<file path="src/rtl/hex_serial_adder_pkg.sv">
// Shared definitions for the digit-serial hex add/subtract unit.
// State encoding and nibble width are used by both the top level and its bench.
package hex_serial_adder_pkg;

  localparam int NIBBLE_W = 4;

  typedef enum logic [1:0] {
    IDLE = 2'd0,
    RUN  = 2'd1,
    DONE = 2'd2
  } state_t;

endpackage

</file>
<file path="src/rtl/hex_serial_adder_if.sv">
// Operand/result handshake bundle for hex_serial_adder.
// The master issues operands and drains results; the slave is the adder.
interface hex_serial_adder_if #(
  parameter int DIGITS = 4
);
  localparam int W = 4 * DIGITS;

  logic         op_valid;
  logic         op_ready;
  logic [W-1:0] a_in;
  logic [W-1:0] b_in;
  logic         cin;
  logic         sub;
  logic         res_valid;
  logic         res_ready;
  logic [W-1:0] result;
  logic         cout;
  logic         ovf;

  modport master (
    output op_valid, a_in, b_in, cin, sub, res_ready,
    input  op_ready, res_valid, result, cout, ovf
  );

  modport slave (
    input  op_valid, a_in, b_in, cin, sub, res_ready,
    output op_ready, res_valid, result, cout, ovf
  );

endinterface

</file>
<file path="src/rtl/hex_serial_adder_hex_adder.sv">
// HexAdder: 4-bit ripple adder shared by the serial unit, one nibble per call.
// Computes {Cout, Sum} = A + B + C.
module HexAdder (
  input  logic [3:0] A,
  input  logic [3:0] B,
  input  logic       C,
  output logic [3:0] Sum,
  output logic       Cout
);

  assign {Cout, Sum} = {1'b0, A} + {1'b0, B} + {4'b0000, C};

endmodule

</file>
<file path="src/rtl/hex_serial_adder.sv">
// Digit-serial hex add/subtract: streams one nibble per clock through HexAdder,
// LSD first, holding the inter-digit carry in a flop and assembling the result.
module hex_serial_adder
  import hex_serial_adder_pkg::*;
#(
  parameter int DIGITS = 4
) (
  input  logic                   clk,
  input  logic                   rst_n,
  input  logic                   abort,
  hex_serial_adder_if.slave      bus
);

  localparam int W  = NIBBLE_W * DIGITS;
  localparam int CW = (DIGITS > 1) ? $clog2(DIGITS) : 1;
  localparam logic [CW-1:0] LAST = CW'(DIGITS - 1);

  state_t               state;
  logic [CW-1:0]        digit;
  logic                 carry;
  logic [W-1:0]         a_reg;
  logic [W-1:0]         b_reg;
  logic [W-1:0]         result_q;
  logic                 cout_q;
  logic                 ovf_q;
  logic                 res_valid_q;

  logic [NIBBLE_W-1:0]  a_nib;
  logic [NIBBLE_W-1:0]  b_nib;
  logic [NIBBLE_W-1:0]  sum_nib;
  logic                 cout_nib;
  logic                 carry_into_msb;

  assign a_nib = a_reg[digit*NIBBLE_W +: NIBBLE_W];
  assign b_nib = b_reg[digit*NIBBLE_W +: NIBBLE_W];

  HexAdder u_hex_adder (
    .A    (a_nib),
    .B    (b_nib),
    .C    (carry),
    .Sum  (sum_nib),
    .Cout (cout_nib)
  );

  // Signed overflow needs the carry into the sign bit of the top nibble.
  assign carry_into_msb = a_nib[3] ^ b_nib[3] ^ sum_nib[3];

  assign bus.op_ready  = (state == IDLE) && rst_n;
  assign bus.res_valid = res_valid_q;
  assign bus.result    = result_q;
  assign bus.cout      = cout_q;
  assign bus.ovf       = ovf_q;

  always_ff @(posedge clk or negedge rst_n) begin
    if (!rst_n) begin
      state       <= IDLE;
      digit       <= '0;
      carry       <= 1'b0;
      a_reg       <= '0;
      b_reg       <= '0;
      result_q    <= '0;
      cout_q      <= 1'b0;
      ovf_q       <= 1'b0;
      res_valid_q <= 1'b0;
    end else if (abort) begin
      state       <= IDLE;
      digit       <= '0;
      carry       <= 1'b0;
      result_q    <= '0;
      cout_q      <= 1'b0;
      ovf_q       <= 1'b0;
      res_valid_q <= 1'b0;
    end else begin
      case (state)
        IDLE: begin
          if (bus.op_valid) begin
            // Subtraction is A + ~B + 1, so the incoming carry is forced high.
            a_reg    <= bus.a_in;
            b_reg    <= bus.sub ? ~bus.b_in : bus.b_in;
            carry    <= bus.sub ? 1'b1 : bus.cin;
            digit    <= '0;
            result_q <= '0;
            state    <= RUN;
          end
        end
        RUN: begin
          result_q[digit*NIBBLE_W +: NIBBLE_W] <= sum_nib;
          carry <= cout_nib;
          if (digit == LAST) begin
            cout_q      <= cout_nib;
            ovf_q       <= carry_into_msb ^ cout_nib;
            digit       <= '0;
            res_valid_q <= 1'b1;
            state       <= DONE;
          end else begin
            digit <= digit + 1'b1;
          end
        end
        DONE: begin
          if (bus.res_ready) begin
            res_valid_q <= 1'b0;
            state       <= IDLE;
          end
        end
        default: state <= IDLE;
      endcase
    end
  end

endmodule

</file>
<file path="src/flat_wrapper.sv">
// flat-port wrapper written by rule: the top's interface ports become plain ports
module hex_serial_adder_flat import hex_serial_adder_pkg::*;
#(
  parameter int DIGITS = 4
)
  (clk, rst_n, abort, bus_op_valid, bus_a_in, bus_b_in, bus_cin, bus_sub, bus_res_ready, bus_op_ready, bus_res_valid, bus_result, bus_cout, bus_ovf);
  hex_serial_adder_if #(.DIGITS(DIGITS)) bus_i ();
  input  logic clk;
  input  logic rst_n;
  input  logic abort;
  input wire logic [$bits(bus_i.op_valid)-1:0] bus_op_valid;
  input wire logic [$bits(bus_i.a_in)-1:0] bus_a_in;
  input wire logic [$bits(bus_i.b_in)-1:0] bus_b_in;
  input wire logic [$bits(bus_i.cin)-1:0] bus_cin;
  input wire logic [$bits(bus_i.sub)-1:0] bus_sub;
  input wire logic [$bits(bus_i.res_ready)-1:0] bus_res_ready;
  output wire logic [$bits(bus_i.op_ready)-1:0] bus_op_ready;
  output wire logic [$bits(bus_i.res_valid)-1:0] bus_res_valid;
  output wire logic [$bits(bus_i.result)-1:0] bus_result;
  output wire logic [$bits(bus_i.cout)-1:0] bus_cout;
  output wire logic [$bits(bus_i.ovf)-1:0] bus_ovf;
  assign bus_i.op_valid = bus_op_valid;
  assign bus_i.a_in = bus_a_in;
  assign bus_i.b_in = bus_b_in;
  assign bus_i.cin = bus_cin;
  assign bus_i.sub = bus_sub;
  assign bus_i.res_ready = bus_res_ready;
  assign bus_op_ready = bus_i.op_ready;
  assign bus_res_valid = bus_i.res_valid;
  assign bus_result = bus_i.result;
  assign bus_cout = bus_i.cout;
  assign bus_ovf = bus_i.ovf;
  hex_serial_adder #(.DIGITS(DIGITS)) u_core (.clk(clk), .rst_n(rst_n), .abort(abort), .bus(bus_i));
endmodule
</file>
<file path="config.mk">
export PLATFORM = sky130hd
export DESIGN_NAME = hex_serial_adder_flat
export DESIGN_NICKNAME = d
export VERILOG_FILES = /design/src/rtl/hex_serial_adder_pkg.sv /design/src/rtl/hex_serial_adder_if.sv /design/src/rtl/hex_serial_adder_hex_adder.sv /design/src/rtl/hex_serial_adder.sv /design/src/flat_wrapper.sv
export SDC_FILE = /design/constraint.sdc
export NUM_CORES = 1
export LEC_CHECK = 0
export CORE_ASPECT_RATIO = 0.6
export CORE_UTILIZATION = 40
export DETAILED_ROUTE_END_ITERATION = 10
export PLACE_DENSITY = 0.65
export SLEW_MARGIN = 15
export SYNTH_ARGS = -nofsm -noshare
export SYNTH_HDL_FRONTEND = slang
export SYNTH_SLANG_ARGS = --single-unit
</file>
<file path="constraint.sdc">
create_clock -name clk -period 7.65 [get_ports clk]
set_clock_uncertainty 0.15 [all_clocks]
set_input_delay 2.295 -clock clk [delete_from_list [all_inputs] [get_ports clk]]
set_output_delay 2.295 -clock clk [all_outputs]
set_load 0.05 [all_outputs]
</file>
==> metrics, run 1 <==
CTS tree=yes; Reg power frac=~45%; ratio of final minimum period to clock period=between 70% and 80%; initial core utilization=between 40% and 50%; worst path bufs/invs=2; max-slew violations=0; port bufs=58; Syn-to-layout area delta=28.4%; core area=0.00668 mm2; Total Routing Usage GR=between 10% and 20%; DRC viols=0; dpl cells=359; CP endpoint kind=output pin; Comb pwr share=26.2%; Net Sw Frac=slightly below 30%; Setup Fix Bufs, Post-CTS=0; FF+latch count, synth=56; post-DR wirelength/cell=14.9 um; ys async rst share=100%; Achievable Freq=0.172 GHz; vias in the first global route=1766; worst path required time=about 5.2 ns; Final ANT Viol Nets=0; Register-to-Register Path Depth=7; vias per cell=5.17; TritonRoute pass-1 iters=4; RR Startpoint=u_core.digit[0]$_DFFE_PN0P_; setup_tns=0 ns; cts hold-fix bufs=0; grt ovf=0; first-pass GRT wire length=a little over 9000 um; largest net degree at the start of global routing=57; hold_sp=u_core.bus.result[10]$_DFFE_PN0P_; layout cells sized above 1=approximately 15%; GPL Wtd Cong=0.800; Lkg Pwr=approximately 1.4 nW; Mapped Cells=between 200 and 250; clock root cell=clkbuf_16; Clk pin slew, worst setup/hold paths=0.07 ns; Inserted Diodes=0; Post-synth EDFFs=0; Layout Nets=327; post-cts gate resize count=0; CP Max Fanout=2; commonest non-fill, non-tap cell in the layout=clkdlybuf4s50_1; critical path cell sequence=buf_2 -> nor3b_1 -> clkdlybuf4s50_1; dpl hpwl=3890 um; count of final hold-check violations=0; setup violators final=0; drt total wl=approximately 5500 um; Max H-tree Level=2; die height=around 66 um; Slowest cell on crit path=clkdlybuf4s50_1; Worst Path Class, Setup=primary input to output pin; Slew Limit Headroom=between 30% and 40%; most frequent cells in the layout=57 x clkdlybuf4s50_1, 56 x dfrtp_1, 29 x nor2_1; Max Root-Sink Buffers=2; clk sink count=56; R2R setup slack=between 4 and 5 ns; switching power=around 0.23 mW; Worst R2R End=u_core.bus.ovf$_DFFE_PN0P_; Setup crit start kind=primary input; Non-Filler Instances=367; outcome=finished clean; Least-Margin Pin Slew=between 0.9 and 1 ns; DR iter-0 viols=76; die width=109 um; Worst path top cell family by delay=buffers and inverters; P per Cell Area=approximately 230 mW/mm2; Hold/Removal Path Class=flop to flop; CTS Buf Count=5; WP data arrival=between 3 and 4 ns; Netlist Area Pre-Place=0.00276 mm2; Clk pwr share=between 20% and 30%; internal cell power=0.569 mW; WHS Endpoint=u_core.bus.result[10]$_DFFE_PN0P_; clk_lat worst skew=between 0.2 and 0.3 ns; Mean Syn Cell Area=about 12 um2; max cap viols=0; ys flop type=dfrtp_1; row cnt=23; initial antenna violation count=0; syn_nets=~270; I/O pin cnt=between 50 and 60; Synth warnings=0; Worst IR Drop VDD=127 uV; Tmin final=around 5.8 ns; Vias=1897; Seq/Total Area, Yosys=50.8%; Synth cell types=33; Hold Path Depth=1; max incr delay on CP=slightly above 0.8 ns; RSZ-0062 raised after global routing=false; full die area=0.00724 mm2
[how the worst max path moves through the flow]
stage | start | to | cells past startpoint
4_1_cts | rst_n | bus_op_ready | 3
3_3_place_gp | rst_n | bus_op_ready | 3
6_report | rst_n | bus_op_ready | 3
5_1_grt | rst_n | bus_op_ready | 3
2_1_floorplan | rst_n | bus_op_ready | 1
3_5_place_dp | rst_n | bus_op_ready | 3
[cell usage after synthesis, drive strengths merged, types with 2 or more instances]
cell type	count	share of area (%)
nor3b	3	1.0
inv	3	0.41
a21oi	25	5.1
a22o	16	5.1
nor4b	3	2.0
buf	9	2.1
mux2	16	6.5
mux4	8	6.5
nand2b	2	0.45
xnor2	18	5.7
nand3	2	0.36
clkbuf	3	0.41
ha	7	3.2
a21o	2	0.54
dfrtp	56	51
a211oi	3	0.82
fa	2	1.5
nand2	8	1.1
nor2	29	3.9
[power by group through the flow]
stage                     sequential (mW)  clock (mW)  combinational [mW]
after floorplan                     0.364           0               0.141
final                               0.359       0.233               0.210
after global routing                0.365       0.256               0.232
after CTS                           0.359       0.243               0.213
after detailed placement            0.365           0               0.213
after global placement              0.363           0               0.210
[layout make-up]
class	instances	area [um2]
Clock buffer	6	139
Clock inverter	2	13.8
Timing Repair Buffer	60	591
Inverter	3	11.3
Multi-Input combinational cell	153	1270
Fill cell	608	3140
Tap cell	87	109
Sequential cell	56	1400
[logic make-up after synthesis]
kind of cell    synth area share (%)
compound gates                  12.8
mux                             13.1
buf+inv                         2.95
simple gates                    9.62
xor+xnor                        6.04
fa+ha+maj                       4.63
flops                           50.8
[worst register-to-register path, delay by kind of cell, from the launching register on]
family / cells / cell delay, ns
compound gates: 3 / 0.71
xor+xnor: 1 / 0.11
fa+ha+maj: 2 / 0.85
flops: 1 / 0.80
mux: 1 / 0.62
[per-stage QoR]
stage                     hold WS, ns  util [%]  total power [mW]  worst slack [ns]  area (um2)
after CTS                       0.359      53.0             0.815              1.83        3540
after global routing            0.375      53.0             0.853              1.77        3540
after floorplan                 0.325         -             0.505              1.76        2760
final                           0.355      53.0             0.801              1.84        3540
after detailed placement        0.338      50.7             0.577              1.83        3390
after global placement          0.334      50.7             0.573              1.84        3390
[routing by layer]
layer  track usage, %  part of all wire, %  vias to the layer above
li1                 -                    -                      905
met1             25.0                   51                      936
met2             24.9                   44                       56
met3             4.14                  4.8                        0
met4             2.53                    0                        0
met5                0                    0                        -
No activity file was read; power rests on OpenSTA's default activity.
==> inputs of run 2 (changes only) <==
--- a/config.mk
+++ b/config.mk
@@ -8,7 +8,7 @@
 export CORE_ASPECT_RATIO = 0.6
 export CORE_UTILIZATION = 40
 export DETAILED_ROUTE_END_ITERATION = 10
-export PLACE_DENSITY = 0.65
+export PLACE_DENSITY = 0.68
 export SLEW_MARGIN = 15
 export SYNTH_ARGS = -nofsm -noshare
 export SYNTH_HDL_FRONTEND = slang
==> constraint.sdc (replaced) <==
create_clock -name clk -period 4.8 [get_ports clk]
set_clock_uncertainty 0.15 [all_clocks]
set_input_delay 1.44 -clock clk [delete_from_list [all_inputs] [get_ports clk]]
set_output_delay 1.44 -clock clk [all_outputs]
set_load 0.05 [all_outputs]
==> run 2 against run 1 <==
Net effect:
- core utilization is 0.54 points higher
- critical path depth stayed put
- register-to-register slack worse by 2.8 ns
- combinational power increased by 61%
- cell area grew 1.0%
- largest cell class unchanged
==> metrics, run 2 (same netlist as run 1, synthesis figures left out) <==
outcome=finished clean; Lkg Pwr=1.44 nW (+1.3%); initial core utilization=41.3% (unchanged); post-cts gate resize count=0 (unchanged); Worst Path Class, Setup=primary input to output pin; worst path required time=3.21 ns (-1.99 ns); setup violators final=0 (unchanged); max-slew violations=0 (unchanged); placed inst area=0.00341 mm2 (+0.74%); Vias=1902 (+0.26%); clk_lat worst skew=0.29 ns (about the same); Least-Margin Pin Slew=0.889 ns (-0.0448 ns); slack of the critical path=1.15 ns (-0.682 ns); vias per cell=5.15 (-0.28%); Max Root-Sink Buffers=2 (unchanged); pre-CTS setup slack=1.14 ns (-0.685 ns); Total Power=1.31 mW (+64%); most frequent cells in the layout=56 x clkdlybuf4s50_1, 56 x dfrtp_1, 29 x nor2_1; core area=0.00668 mm2 (unchanged); die height=66.3 um (unchanged); GPL Wtd Cong=0.788 (-1.6%); dpl cells=361 (+0.56%); Syn-to-layout area delta=29.7%; CP endpoint kind=output pin; Layout Nets=329 (+0.61%); RSZ-0062 raised after global routing=false; Total Routing Usage GR=16.8% (-0.021 points); worst hold slack=0.353 ns (-0.00231 ns); dpl hpwl=3990 um (+2.6%); row cnt=23 (unchanged); Setup crit start kind=primary input; largest net degree at the start of global routing=57 (unchanged); full die area=0.00724 mm2 (unchanged); Non-Filler Instances=369 (+0.54%); Inserted Diodes=0 (unchanged); CP Max Fanout=2 (unchanged); vias in the first global route=1899 (+7.5%); ratio of final minimum period to clock period=75.9%; Achievable Freq=approximately 0.27 GHz; # fillers=613 (+0.82%); port bufs=58 (unchanged); clock root cell=clkbuf_16; initial antenna violation count=0 (unchanged); DR iter-0 viols=77 (+1.3%); Slew Limit Headroom=40.5% (+3.0 points); cell area after layout=0.00357 mm2 (+1.0%); die width=109 um (unchanged); post-DR wirelength/cell=14.7 um (-1.0%); TritonRoute pass-1 iters=4 (unchanged); Worst IR Drop VDD=175 uV (+37%); layout cells sized above 1=15.6% (+0.60 points); clk sink count=56 (unchanged); Final ANT Viol Nets=0 (unchanged); Tmin final=between 3 and 4 ns; I/O pin cnt=59 (unchanged); drt total wl=5430 um (-0.46%); count of final hold-check violations=0 (unchanged); Core Util, Final=53.5% (+0.54 points); Max H-tree Level=2 (unchanged); grt ovf=0 (unchanged); first-pass GRT wire length=9090 um (-0.22%); DRC viols=0 (unchanged); Hold/Removal Path Class=flop to flop; WP data arrival=2.06 ns (-1.31 ns); max cap viols=0 (unchanged); setup_tns=0 ns (unchanged); CTS Buf Count=5 (unchanged); cts hold-fix bufs=0 (unchanged); P per Cell Area=367 mW/mm2 (+62%); Setup Fix Bufs, Post-CTS=0 (unchanged); CTS tree=yes; Clk pin slew, worst setup/hold paths=0.07 ns (about the same)
[run 2: cell types whose count changed in the layout (fill, tap and decap cells not counted), sizes merged]
cell	change
bufinv	+1
buf	+3
clkdlybuf4s50	-1
inv	-1
[run 2: power by group]
part	leakage [nW]	internal, mW	switching [mW]
Sequential	0.695	0.533	0.0377
Combinational	0.667	0.167	0.171
Clock	0.0808	0.246	0.156
[run 2: final timing paths]
kind | from | endpoint | slack, ns | depth (start not counted)
setup / recovery | rst_n | bus_op_ready | 1.15 | 3
hold / removal | u_core.bus.result[7]$_DFFE_PN0P_ | u_core.bus.result[7]$_DFFE_PN0P_ | 0.35 | 1
setup reg to reg | u_core.digit[0]$_DFFE_PN0P_ | u_core.bus.ovf$_DFFE_PN0P_ | 1.53 | 8
hold reg to reg | u_core.bus.result[7]$_DFFE_PN0P_ | u_core.bus.result[7]$_DFFE_PN0P_ | 0.35 | 1
max in group asynchronous | rst_n | u_core.b_reg[4]$_DFFE_PN0P_ | 2.87 | 2
min in group asynchronous | rst_n | u_core.state[1]$_DFFE_PN0P_ | 1.15 | 2
[run 2: final cells by class]
cell class                      count  area (um2)  share of cell area (%)
Clock inverter                      2        35.0                   0.980
Tap cell                           87         109                    3.05
Inverter                            3        11.3                   0.315
Sequential cell                    56        1400                    39.2
Multi-Input combinational cell    153        1270                    35.6
Clock buffer                        6         129                    3.61
Timing Repair Buffer               62         616                    17.2
[run 2: worst max-delay path: stages]
cell     delay (ns)
buf_2          0.09
nor3b_1        0.33
buf_12         0.19
[run 2: routing by layer]
layer,up-vias,track usage [%],wire length (um)
met4,0,3.38,23
met5,-,0,0
met2,49,24.6,2380
met1,939,25.2,2800
li1,910,-,-
met3,4,3.74,226
==> inputs of run 3 (changes only) <==
==> constraint.sdc (replaced) <==
create_clock -name clk -period 3.1 [get_ports clk]
set_clock_uncertainty 0.15 [all_clocks]
set_input_delay 0.93 -clock clk [delete_from_list [all_inputs] [get_ports clk]]
set_output_delay 0.93 -clock clk [all_outputs]
set_load 0.05 [all_outputs]
==> run 3 against run 2 <==
Net effect:
- final cell count did not move
- sequential share of layout area shrank 0.26 points
- wire length increased by 4.6%
- cell area up 0.66%
- clock power increased by 53%
- hold slack worse by 0.0017 ns
- non-clock buffer count is 2 higher
- die area unchanged
- register-to-register slack got worse by 1.3 ns
- power grew 55%
- critical endpoint is now u_core.carry$_DFFE_PN0P_
==> metrics, run 3 (same netlist as run 1, synthesis figures left out) <==
Tmin final=slightly below 3 ns; I/O pin cnt=59 (unchanged); post-DR wirelength/cell=15.4 um (+4.6%); row cnt=23 (unchanged); CP startpoint=u_core.digit[0]$_DFFE_PN0P_; Achievable Freq=approximately 0.34 GHz; clk sink count=56 (unchanged); Register-to-Register Path Depth=7 (-1); count of final hold-check violations=0 (unchanged); worst setup path endpoint=u_core.carry$_DFFE_PN0P_; Final ANT Viol Nets=0 (unchanged); post-cts gate resize count=0 (unchanged); R2R setup slack=0.19 ns (-1.34 ns); Hold/Removal Path Class=flop to flop; cts hold-fix bufs=0 (unchanged); clock root cell=clkbuf_16; Total Routing Usage GR=17.2% (+0.38 points); RR Startpoint=u_core.digit[0]$_DFFE_PN0P_; initial antenna violation count=0 (unchanged); Max Root-Sink Buffers=2 (unchanged); setup violators final=0 (unchanged); first-pass GRT wire length=9260 um (+1.8%); worst path required time=3.13 ns (-0.08 ns); largest net degree at the start of global routing=57 (unchanged); grt ovf=0 (unchanged); Worst IR Drop VDD=265 uV (+51%); CP Max Fanout=4 (+2); Setup crit start kind=flop; outcome=finished clean; vias in the first global route=1799 (-5.3%); CP endpoint kind=flop; WP data arrival=2.94 ns (+0.88 ns); RSZ-0062 raised after global routing=false; Inserted Diodes=0 (unchanged); CTS tree=yes; P per Cell Area=566 mW/mm2 (+54%); die height=66.3 um (unchanged); Worst R2R End=u_core.carry$_DFFE_PN0P_; Core Util, Final=53.9% (+0.36 points); ratio of final minimum period to clock period=93.9%; Vias=1904 (+0.11%); cell area after layout=0.00360 mm2 (+0.66%); port bufs=58 (unchanged); Slew Limit Headroom=53.2% (+13 points); Least-Margin Pin Slew=0.701 ns (-0.188 ns); core area=0.00668 mm2 (unchanged); setup_tns=0 ns (unchanged); die width=109 um (unchanged); Max H-tree Level=2 (unchanged); Clk pin slew, worst setup/hold paths=0.07 ns (about the same); placed inst area=0.00344 mm2 (+0.95%); max cap viols=0 (unchanged); Setup Fix Bufs, Post-CTS=0 (unchanged); GPL Wtd Cong=0.763 (-3.2%); vias per cell=5.16 (+0.11%); CTS Buf Count=5 (unchanged); max-slew violations=0 (unchanged); Lkg Pwr=1.45 nW (+0.80%); DR iter-0 viols=72 (-6.5%); initial core utilization=41.3% (unchanged); full die area=0.00724 mm2 (unchanged); DRC viols=0 (unchanged); layout cells sized above 1=16.3% (+0.71 points); Syn-to-layout area delta=30.5%; dpl hpwl=4100 um (+2.7%); Worst Path Class, Setup=flop to flop; drt total wl=5670 um (+4.6%); most frequent cells in the layout=56 x clkdlybuf4s50_1, 56 x dfrtp_1, 29 x nor2_1; clk_lat worst skew=0.29 ns (about the same); Layout Nets=331 (+0.61%); TritonRoute pass-1 iters=4 (unchanged)
-- run 3: cell types whose count changed in the layout (fill, tap and decap cells not counted) --
cell	previous run	this run
nor3b_2	1	2
clkbuf_1	1	0
buf_4	4	5
nor3b_1	2	1
buf_12	1	2
clkinv_2	1	0
-- run 3: area by class of cell --
type | instances | area [um2]
clock inverters | 1 | 30.0
inverters | 3 | 11.3
repair buffers | 64 | 643
well taps | 87 | 109
flip-flops and latches | 56 | 1400
clock buffers | 5 | 125
multi-input cells | 153 | 1280
fillers | 611 | 3080
-- run 3: how the worst min path moves through the flow --
stage                                                 start  depth (start not counted)                           endpoint  slack (ns)
after floorplan                u_core.a_reg[10]$_DFFE_PN0P_                          1       u_core.a_reg[10]$_DFFE_PN0P_        0.33
after global placement    u_core.bus.result[13]$_DFFE_PN0P_                          1  u_core.bus.result[13]$_DFFE_PN0P_        0.34
after detailed placement   u_core.bus.result[9]$_DFFE_PN0P_                          1   u_core.bus.result[9]$_DFFE_PN0P_        0.34
after CTS                  u_core.bus.result[7]$_DFFE_PN0P_                          1   u_core.bus.result[7]$_DFFE_PN0P_        0.36
after global routing      u_core.bus.result[15]$_DFFE_PN0P_                          1  u_core.bus.result[15]$_DFFE_PN0P_        0.37
final                     u_core.bus.result[12]$_DFFE_PN0P_                          1  u_core.bus.result[12]$_DFFE_PN0P_        0.35
-- run 3: metal layers --
layer | wire (um) | up-vias | GRT usage [%]
met5 | 0 | - | 0
met4 | 38 | 0 | 3.55
met3 | 313 | 5 | 3.94
met2 | 2510 | 54 | 25.2
met1 | 2820 | 935 | 25.7
li1 | - | 910 | -
-- run 3: worst max-delay path: stages (launching register included) --
cell and delay (ns):
dfrtp_1 0.46, mux4_2 0.55, fa_1 0.45, fa_1 0.42, a21o_1 0.20, a21oi_1 0.27
a21oi_1 0.12, o21a_1 0.19
-- run 3: metrics by stage --
step | power [mW] | cells | setup slack (ns) | hold WS [ns]
after floorplan | 1.25 | 224 | 0.142 | 0.325
after global placement | 1.42 | 363 | 0.310 | 0.336
after detailed placement | 1.44 | 363 | 0.200 | 0.336
after CTS | 2.05 | 369 | 0.167 | 0.355
after global routing | 2.15 | 369 | 0.0470 | 0.366
final | 2.04 | 369 | 0.189 | 0.351
-- run 3: power breakdown --
part           total [mW]  internal (mW)  switching, mW
sequential          0.885          0.825         0.0595
clock               0.615          0.372          0.243
combinational       0.537          0.263          0.273
total                2.04           1.46          0.576
